===== src/rtl/riscv_uart_rx_if.sv =====
// riscv_uart_rx_if: received-byte valid/ready stream plus receiver status
interface riscv_uart_rx_if;
  logic [7:0] dOut;
  logic       dOutValid;
  logic       dOutReady;
  logic       framingErr;
  logic       overrun;
  logic       busy;
  modport master(output dOut, dOutValid, framingErr, overrun, busy, input dOutReady);
  modport slave(input dOut, dOutValid, framingErr, overrun, busy, output dOutReady);
endinterface


===== src/rtl/riscv_uart_rx.sv =====
// riscv_uart_rx: 8N1 UART receiver with mid-bit sampling and a one-byte holding register (optional RISCV_URX_GLITCH_FILTER_EN)
module riscv_uart_rx #(
  parameter int CLK_FREQ = 50_000_000,
  parameter int BAUD     = 57600
) (
  input  logic            clk,
  input  logic            rstn,
  input  logic            rx_i,
  riscv_uart_rx_if.master bus_o
);
  localparam int COUNT = CLK_FREQ / BAUD;
  localparam int HALF  = COUNT / 2;
  localparam int W     = $clog2(COUNT) + 1;
  localparam logic [W-1:0] CNT_BIT  = W'(COUNT - 1);
  localparam logic [W-1:0] CNT_HALF = W'(HALF - 1);
  typedef enum logic [1:0] {IDLE, START, DATA, STOP} state_t;
  state_t       state_q, state_d;
  logic [1:0]   sync_q;
  logic         rx_s, rx_l, rx_p_q;
  logic [W-1:0] cnt_q, cnt_d;
  logic [2:0]   idx_q, idx_d;
  logic [7:0]   sh_q, sh_d, dout_q, dout_d;
  logic         vld_q, vld_d, ferr_q, ferr_d, ovr_q, ovr_d;
  logic         done, load;
  assign rx_s = sync_q[1];
`ifdef RISCV_URX_GLITCH_FILTER_EN
  logic [2:0] flt_q;
  // last three synchronized samples feed a majority vote
  always_ff @(posedge clk) flt_q <= !rstn ? 3'b111 : {flt_q[1:0], rx_s};
  assign rx_l = (flt_q[0] & flt_q[1]) | (flt_q[0] & flt_q[2]) | (flt_q[1] & flt_q[2]);
`else
  assign rx_l = rx_s;
`endif
  // state, counters, line history and holding register
  always_ff @(posedge clk) begin
    if (!rstn) begin
      sync_q  <= 2'b11;
      rx_p_q  <= 1'b1;
      state_q <= IDLE;
      cnt_q   <= '0;
      idx_q   <= '0;
      sh_q    <= '0;
      dout_q  <= '0;
      vld_q   <= 1'b0;
      ferr_q  <= 1'b0;
      ovr_q   <= 1'b0;
    end else begin
      sync_q  <= {sync_q[0], rx_i};
      rx_p_q  <= rx_l;
      state_q <= state_d;
      cnt_q   <= cnt_d;
      idx_q   <= idx_d;
      sh_q    <= sh_d;
      dout_q  <= dout_d;
      vld_q   <= vld_d;
      ferr_q  <= ferr_d;
      ovr_q   <= ovr_d;
    end
  end
  // frame sequencing: start detect, mid-bit sampling, stop check
  always_comb begin
    state_d = state_q;
    cnt_d   = cnt_q;
    idx_d   = idx_q;
    sh_d    = sh_q;
    done    = 1'b0;
    ferr_d  = 1'b0;
    case (state_q)
      IDLE: if (rx_p_q && !rx_l) begin
        state_d = START;
        cnt_d   = CNT_HALF;
      end
      START: if (cnt_q == '0) begin
        state_d = rx_l ? IDLE : DATA;
        cnt_d   = CNT_BIT;
        idx_d   = '0;
      end else cnt_d = cnt_q - 1'b1;
      DATA: if (cnt_q == '0) begin
        sh_d    = {rx_l, sh_q[7:1]};
        cnt_d   = CNT_BIT;
        idx_d   = idx_q + 1'b1;
        state_d = idx_q == 3'd7 ? STOP : DATA;
      end else cnt_d = cnt_q - 1'b1;
      default: if (cnt_q == '0) begin
        state_d = IDLE;
        done    = rx_l;
        ferr_d  = !rx_l;
      end else cnt_d = cnt_q - 1'b1;
    endcase
  end
  // holding register: accept when empty or being drained, otherwise flag overrun
  always_comb begin
    load   = done && (!vld_q || bus_o.dOutReady);
    dout_d = load ? sh_q : dout_q;
    vld_d  = done || (vld_q && !bus_o.dOutReady);
    ovr_d  = done && vld_q && !bus_o.dOutReady;
  end
  assign bus_o.dOut       = dout_q;
  assign bus_o.dOutValid  = vld_q;
  assign bus_o.framingErr = ferr_q;
  assign bus_o.overrun    = ovr_q;
  assign bus_o.busy       = state_q != IDLE;
endmodule


===== src/flat_wrapper.sv =====
// flat-port wrapper written by rule: the top's interface ports become plain ports
module riscv_uart_rx_flat 
#(
  parameter int CLK_FREQ = 50_000_000,
  parameter int BAUD     = 57600
)
  (clk, rstn, rx_i, bus_o_dOut, bus_o_dOutValid, bus_o_framingErr, bus_o_overrun, bus_o_busy, bus_o_dOutReady);
  riscv_uart_rx_if bus_o_i ();
  input  logic clk;
  input  logic rstn;
  input  logic rx_i;
  output wire logic [$bits(bus_o_i.dOut)-1:0] bus_o_dOut;
  output wire logic [$bits(bus_o_i.dOutValid)-1:0] bus_o_dOutValid;
  output wire logic [$bits(bus_o_i.framingErr)-1:0] bus_o_framingErr;
  output wire logic [$bits(bus_o_i.overrun)-1:0] bus_o_overrun;
  output wire logic [$bits(bus_o_i.busy)-1:0] bus_o_busy;
  input wire logic [$bits(bus_o_i.dOutReady)-1:0] bus_o_dOutReady;
  assign bus_o_dOut = bus_o_i.dOut;
  assign bus_o_dOutValid = bus_o_i.dOutValid;
  assign bus_o_framingErr = bus_o_i.framingErr;
  assign bus_o_overrun = bus_o_i.overrun;
  assign bus_o_busy = bus_o_i.busy;
  assign bus_o_i.dOutReady = bus_o_dOutReady;
  riscv_uart_rx #(.CLK_FREQ(CLK_FREQ), .BAUD(BAUD)) u_core (.clk(clk), .rstn(rstn), .rx_i(rx_i), .bus_o(bus_o_i));
endmodule

===== config.mk =====
export PLATFORM = sky130hd
export DESIGN_NAME = riscv_uart_rx_flat
export DESIGN_NICKNAME = d
export VERILOG_FILES = /design/src/rtl/riscv_uart_rx_if.sv /design/src/rtl/riscv_uart_rx.sv /design/src/flat_wrapper.sv
export SDC_FILE = /design/constraint.sdc
export NUM_CORES = 1
export LEC_CHECK = 0
export ABC_AREA = 1
export CAP_MARGIN = 20
export CORE_MARGIN = 10
export CORE_UTILIZATION = 36
export CTS_CLUSTER_DIAMETER = 40
export DETAILED_ROUTE_END_ITERATION = 10
export PLACE_DENSITY = 0.63
export RECOVER_POWER = 25
export SKIP_CTS_REPAIR_TIMING = 1
export SLEW_MARGIN = 20
export SYNTH_ARGS = -nofsm -noshare
export SYNTH_HDL_FRONTEND = slang
export SYNTH_SLANG_ARGS = --single-unit

===== constraint.sdc =====
create_clock -name clk -period 1.7 [get_ports clk]
set_input_delay 0.34 -clock clk [delete_from_list [all_inputs] [get_ports clk]]
set_output_delay 0.34 -clock clk [all_outputs]
set_load 0.05 [all_outputs]

* Yosys cells after proc, flatten, opt, wreduce, memory -nomap -nowiden
Cells that the tools add are included.
** Storage, ports and cells
- Register bits :: 38
** Operators by class
- Add/sub/neg operators :: 2
- Equality and inequality tests :: 7
- Mux-type cells :: 16
- Bitwise operators :: 2
- Reductions and logical operators :: 22
** Operator list (count)
- $mux 11 :: 3
- $pmux 11 s2 :: 1
- $logic_not 11->1 :: 1
- $sub 11x1->11 const B :: 1
- $mux 2 :: 5
- $mux 3 :: 2
- $ne 2x1->1 const B :: 3
- $pmux 2 s3 :: 1
- $pmux 3 s2 :: 1
- $reduce_bool 2->1 :: 3
- $logic_and 1x1->1 :: 5
- $reduce_or 5->1 :: 1
- $reduce_and 2->1 :: 2
- $reduce_and 4->1 :: 1
- $add 3x1->3 const B :: 1
- $eq 3x3->1 const B :: 1
- $logic_not 1->1 :: 3
- $mux 1 :: 3
- $ne 3x3->1 const B :: 1
- $reduce_and 3->1 :: 1
- $reduce_or 3->1 :: 1
- $eq 2x1->1 const B :: 1
- $eq 2x2->1 const B :: 1
- $logic_not 2->1 :: 1
- 3 further kinds :: 5

* Longest topological paths before layout
Gate-level depths: netlist of run 1.
- Word-level depth :: 5
- Gate-level depth with buffers :: 11
- Mapped depth without buffers :: 10

* Worst setup path before layout of run 1
Ideal clock, no wire load.
- Path type :: register to register
- Start :: register u_core.state_q[0]
- End :: register u_core.cnt_q[5]
- Setup time :: 0.135 ns
- Arrival time :: 1.512 ns
- Path slack :: 0.052 ns
- Cell stages (with the launch flop) :: 9
- Buffers on the path :: 0
- Clock period less this slack :: 1.648 ns
- Path through :: dfxtp_1 > inv_1 > ha_1 > inv_1 > nand2_1 > o21ai_0 > inv_1 > o21ai_1 > a21oi_1
** Between the ends
- Cells in the longest elaborated chain, start to end :: 4
- Elaborated cells on any way between the ends :: 8
- Those cells by class :: eq/ne (4); mux (1); reduce/logical (3)
** Ends and longest elaborated chain
- start, declared :: line riscv_uart_rx.sv:17 : state_t state_q, state_d;
- start signal, assigned :: line riscv_uart_rx.sv:50 : state_q <= state_d;
- $eq 2x1->1 or $eq 2x2->1 (tied branches) :: line riscv_uart_rx.sv:68 : case (state_q)
- $reduce_or 2->1 (no source line)
- $ne 3x3->1 (no source line)
- $reduce_and 2->1 (no source line)
- end signal, assigned :: line riscv_uart_rx.sv:51 : cnt_q <= cnt_d;
- end, declared :: line riscv_uart_rx.sv:20 : logic [W-1:0] cnt_q, cnt_d;
Several ways; a longest one is shown, not always the timed one.
A chain may end at the register's enable or synchronous reset.

* Final worst setup path of run 1
- Start :: register u_core.state_q[1]
- End :: output port bus_o_busy
** Between the ends
- Cells in the longest elaborated chain, start to end :: 1
** Ends and longest elaborated chain
- $reduce_bool 2->1 :: line riscv_uart_rx.sv:102 : assign bus_o.busy = state_q != IDLE;
- end, declared :: line flat_wrapper.sv:16 : output wire logic [$bits(bus_o_i.busy)-1:0] bus_o_busy;
No other way between the ends.

==> flow_summary_export.csv, run 1 <==
group,metric,value,unit
status,status,"finished clean",
floorplanning,design.core.area,5470,um2
setup_path,worstPathMaxFanout,5,
global_routing,grt_remaining_overflow,0,
clock_tree,h-tree-depth,2,
cells_and_area,finalInstanceArea,2410,um2
sta,period_share,0.946,
routing,routed_wire_length_per_instance,11.6,um
routing,detail-route-antenna-nets,0,
cells_and_area,layout_cells_sized_above_1,0.161,
cells_and_area,finish.cell_count_without_fillers,371,
synth,post_synth_instance_area,2020,um2
pwr,static-leakage-power,1.08,nW
global_routing,grt_start_max_net_pins,14,
synth,number_of_different_library_cells_in_the_post_synthesis_netlist,35,
global_routing,grt_pass1_wl,7.33,mm
floorplanning,floorplan.io_pins,16,
placement,placed_cells,360,
global_routing,grt_use_total,0.101,
synth,yosysTopAreaCell,"dfxtp_1",
sta,final-max-slew-violation-count,0,
clock_tree,cts.reportedPaths.clkPinSlew,0.08,ns
sta,skew,0.00363,ns
min_path,timing.hold.worst.class,"reg2reg",
routing,first_pass_iters,4,
placement,dp_hpwl,3.18,mm
clock_tree,numClockSinks,38,
routing,initialDrtViolationCount,111,
setup_path,timing.critical_path.to_type,"output port",
clock_tree,ctsLongestPathBuffers,2,
clock_tree,numCtsBuffers,5,
placement,placement.io_buffers,15,
setup_path,cp.required,1.36,ns
synth,synth_top_area_frac,0.377,
synth,post_synth_main_area_contributors,"dfxtp_1 38%, nand2_1 12%, nor2_1 8.4%, inv_1 5.6%, nand3_1 5.5%",
synth,sequential_to_total_area_share_from_yosys_stat,0.377,
sta,relSlewSlack,0.581,
clock_tree,cts_tree,"done",
routing,route.detailed.vias_per_inst,4.64,
placement,gp_congestion,0.837,
job,max-cap-violations,0,
sta,rsz0062_at_grt,"no",
sta,final_hold_viol_count,0,
sta,setup_viol_count_final,0,
clock_tree,root_buffer,"clkbuf_8",
routing,via_count,1720,
cells_and_area,insertedDiodeCount,0,
setup_path,worst-endpoint-arrival,1.27,ns
synth,synth-warning-count,0,
floorplanning,row_count,27,
pwr,vdd.ir_drop.worst,0.553,mV
placement,placed_cell_area,2260,um2
sta,clock.fmax,0.622,GHz
routing,remaining_drc_errors,0,
setup_path,timing_worst_setup_path_type,"reg2out",
synth,syn-num-nets,282,
floorplanning,floorplan.die.width,94.9,um
synth,average_cell_area_after_synthesis,7.47,um2
cells_and_area,area_growth_syn_to_layout,19.5,%
cells_and_area,nets,310,
floorplanning,floorplan.initialDensity,0.369,
floorplanning,die-height,94.9,um
sta,finalCriticalPeriod,1.61,ns
floorplanning,die-area,9000,um2
sta,max_slew.worst_pin.slew,0.632,ns
routing,wl,4.30,mm
synth,synthesized_netlist_cell_count,270,
placement,pre_cts_setup_slack,0.113,ns
sta,timing.final.ws_setup,0.0922,ns
synth,total_of_flip_flops_plus_latches_after_synthesis,38,
clock_tree,clkLatencyLatePin,0.29,ns
global_routing,first_global_vias,1596,
global_routing,antenna_found_initial,0,
setup_path,critPathLaunchType,"register",
pwr,pwrdens,1540,nW/um2
critical path, stage by stage (launching register included):
cell and delay (ns):
dfxtp_2 0.37, inv_1 0.09, ha_1 0.23, inv_2 0.14, buf_12 0.15
cell families (layout without fill, tap and decap cells):
group | count (synthesis) | in the layout | synth area share
AOI/OAI and AO/OA | 31 | 31 | 0.0918
buffers and inverters | 38 | 67 | 0.0906
and+or+nand+nor | 150 | 150 | 0.369
DFF | 38 | 38 | 0.377
adders and majority gates | 8 | 8 | 0.0496
xor gates and xnor gates | 5 | 5 | 0.0217
worst paths after layout:
| check | endpoint | slack, ns | start | cells after the start |
|---|---|---|---|---|
| min | u_core.sync_q[1] | 0.42 | u_core.sync_q[0] | 1 |
| min reg2reg | u_core.sync_q[1] | 0.42 | u_core.sync_q[0] | 1 |
| max | bus_o_busy | 0.09 | u_core.state_q[1] | 4 |
| max reg2reg | u_core.bus_o.dOut[4] | 0.16 | u_core.cnt_q[0] | 10 |
sequential cells by signal, indices dropped and copies added (netlist names):
| signal | cells |
|---|---|
| u_core.sh_q | 8 |
| u_core.cnt_q | 11 |
| u_core.bus_o.framingErr | 1 |
| u_core.idx_q | 3 |
| u_core.bus_o.overrun | 1 |
| u_core.state_q | 2 |
| u_core.sync_q | 2 |
| u_core.bus_o.dOut | 8 |
| u_core.rx_p_q | 1 |
| u_core.bus_o.dOutValid | 1 |
layout make-up:
type	instances	area, um2
Fill cell	575	3060
Multi-Input combinational cell	194	1080
Sequential cell	38	763
Timing Repair Buffer	27	206
Inverter	32	133
Tap cell	72	90.1
Clock buffer	6	82.6
Clock inverter	2	60.1
layout by cell type (no fill, tap or decap), types with 3 or more instances in the layout:
cell      count
nand3_1      22
nor2_1       45
dfxtp_1      36
xnor2_1       3
inv_1        29
o21ai_0       7
nand2_4       4
nand2_1      62
buf_12        3
clkbuf_8      6
a21oi_1      17
ha_1          7
buf_4        10
clkbuf_1     11
cell usage after synthesis (all sizes together):
cell type / count
ha: 8
inv: 32
nor2: 48
nor3: 2
a21boi: 1
o21bai: 1
nand2: 68
buf: 4
xor2: 2
o2111ai: 1
nand4: 4
o211ai: 1
nand3: 25
xnor2: 3
clkbuf: 2
o21ai: 8
a21oi: 19
nor4: 1
or2: 2
dfxtp: 38
layer usage:
metal / track usage / vias to the layer above / share of wire
li1: - / 912 / -
met1: 0.133 / 773 / 0.49
met2: 0.155 / 27 / 0.46
met3: 0.0246 / 8 / 0.035
met4: 0.0424 / 0 / 0.019
met5: 0 / - / 0
per-stage QoR:
stage	total power [mW]	hold WS, ns	utilization	setup TNS (ns)
3_5_place_dp	2.60	0.408	0.414	0
4_1_cts	3.57	0.427	0.440	-0.0769
6_report	3.71	0.421	0.441	0
2_1_floorplan	2.33	0.393	-	0
3_3_place_gp	2.58	0.397	0.414	0
5_1_grt	3.97	0.448	0.441	0
power breakdown:
part / internal [mW] / switching (mW) / total (mW)
Clock: 0.626 / 0.328 / 0.954
Combinational: 0.702 / 0.980 / 1.68
Sequential: 0.980 / 0.0935 / 1.07
Power figures use the tool's default switching activity.
==> run 2, diff against run 1 <==
- SETUP_SLACK_MARGIN: not set -> 0.1
==> flow_summary_export.csv, run 2 (synthesized netlist as in run 1, its figures left out) <==
group,metric,value,unit
routing,detail-route-antenna-nets,0,
sta,fin_hold_ws,0.416,ns
min_path,holdCritStartpoint,"u_core.sync_q[0]",
job,max-cap-violations,0,
cells_and_area,mostFrequentLayoutCell,"nand2_1",
clock_tree,root_buffer,"clkbuf_8",
sta,final-max-slew-violation-count,0,
clock_tree,h-tree-depth,2,
floorplanning,die-area,9000,um2
setup_path,worstReg2RegStart,"u_core.cnt_q[0]",
global_routing,grt_pass1_wl,6.98,mm
cells_and_area,insertedDiodeCount,0,
setup_path,r2r_setup_slk,0.23,ns
pwr,pwrdens,1390,nW/um2
pwr,netSwitchingFraction,0.420,
status,status,"finished clean",
sta,skew,0.00538,ns
pwr,pwr-share-comb,0.499,
clock_tree,cts.reportedPaths.clkPinSlew,0.07,ns
floorplanning,floorplan.die.width,94.9,um
setup_path,worst-endpoint-arrival,1.25,ns
sta,rsz0062_at_grt,"yes",
global_routing,grt_start_max_net_pins,14,
sta,clock.fmax,0.628,GHz
pwr,netSwitchingPower,1.40,mW
min_path,timing.hold.worst.class,"reg2reg",
placement,gp_congestion,0.810,
clock_tree,clkLatencyLatePin,0.29,ns
sta,final_hold_viol_count,0,
routing,via_count,1689,
floorplanning,die-height,94.9,um
routing,routed_wire_length_per_instance,11.2,um
global_routing,grt_remaining_overflow,0,
global_routing,grt_use_total,0.0949,
floorplanning,row_count,27,
cells_and_area,nets,312,
routing,wl,4.17,mm
sta,max_slew.worst_pin.slew,0.612,ns
routing,route.detailed.vias_per_inst,4.54,
cells_and_area,regMostFlops,"u_core.cnt_q",
pwr,p_int,1.93,mW
floorplanning,design.core.area,5470,um2
setup_path,timing_worst_setup_path_type,"reg2out",
setup_path,worstPathMaxFanout,6,
cells_and_area,layout_cells_sized_above_1,0.187,
setup_path,timing.critical_path.to_type,"output port",
cells_and_area,area_growth_syn_to_layout,18.4,%
placement,placement.io_buffers,15,
pwr,post-layout-total-power,3.33,mW
sta,period_share,0.937,
cells_and_area,finish.cell_count_without_fillers,372,
setup_path,cells_on_worst_reg2reg_path,9,
sta,relSlewSlack,0.594,
routing,initialDrtViolationCount,143,
clock_tree,numCtsBuffers,5,
clock_tree,cts_tree,"done",
pwr,pwr-share-seq,0.324,
global_routing,antenna_found_initial,0,
clock_tree,numClockSinks,38,
setup_path,cp.required,1.36,ns
sta,finalCriticalPeriod,1.59,ns
placement,dp_hpwl,3.03,mm
global_routing,first_global_vias,1550,
pwr,static-leakage-power,1.05,nW
routing,remaining_drc_errors,0,
setup_path,setup.worst_path.end,"bus_o_busy",
placement,placed_cells,359,
sta,setup_viol_count_final,0,
floorplanning,floorplan.initialDensity,0.369,
cells_and_area,largest_reg_flops,11,
pwr,vdd.ir_drop.worst,0.462,mV
floorplanning,floorplan.io_pins,16,
pwr,clock_power_share,0.177,
setup_path,critPathLaunchType,"register",
sta,timing.setup.tns,0,ns
setup_path,rr_endpoint,"u_core.cnt_q[0]",
cells_and_area,utilization,0.436,
clock_tree,ctsLongestPathBuffers,2,
routing,first_pass_iters,4,
cells_and_area,final_cell_mix,"62 x nand2_1, 44 x nor2_1, 35 x dfxtp_1, 27 x inv_1, 21 x nand3_1",
setup_path,cp-startpoint,"u_core.state_q[0]",
run 2: final cells by class:
cell class              count  area (um2)
repair buffers             29         196
clock inverters             2        10.0
multi-input cells         194        1120
flip-flops and latches     38         764
well taps                  72        90.1
inverters                  32         136
fillers                   573        3080
clock buffers               5        68.8
run 2: critical path, cell delays in order, from the launching register on:
cell and delay, ns:
dfxtp_2 0.35, inv_1 0.12, ha_4 0.18, clkinvlp_4 0.14, buf_12 0.18
run 2: worst min-delay path by stage:
stage | to | slack, ns | depth (start not counted)
2_1_floorplan | u_core.sync_q[1] | 0.39 | 1
3_3_place_gp | u_core.sync_q[1] | 0.40 | 1
3_5_place_dp | u_core.sync_q[1] | 0.40 | 1
4_1_cts | u_core.sync_q[1] | 0.42 | 1
5_1_grt | u_core.sync_q[1] | 0.43 | 1
6_report | u_core.sync_q[1] | 0.42 | 1
run 2: power by group through the flow:
stage | Combinational, mW | Clock (mW) | Sequential [mW]
after global routing | 1.85 | 0.635 | 1.09
after floorplan | 1.27 | 0 | 1.07
after detailed placement | 1.43 | 0 | 1.09
after global placement | 1.42 | 0 | 1.09
after CTS | 1.44 | 0.604 | 1.07
final | 1.66 | 0.587 | 1.08
run 2: stage by stage:
step | cell area [um2] | setup WS [ns]
2_1_floorplan | 2020 | 0.141
3_3_place_gp | 2250 | 0.130
3_5_place_dp | 2250 | 0.139
4_1_cts | 2330 | -0.0686
5_1_grt | 2390 | 0.0582
6_report | 2390 | 0.107
run 2: per-layer routing:
layer / share of wire / GRT usage
met1: 0.48 / 0.120
met2: 0.47 / 0.152
met3: 0.026 / 0.0190
met4: 0.015 / 0.0436
met5: 0 / 0
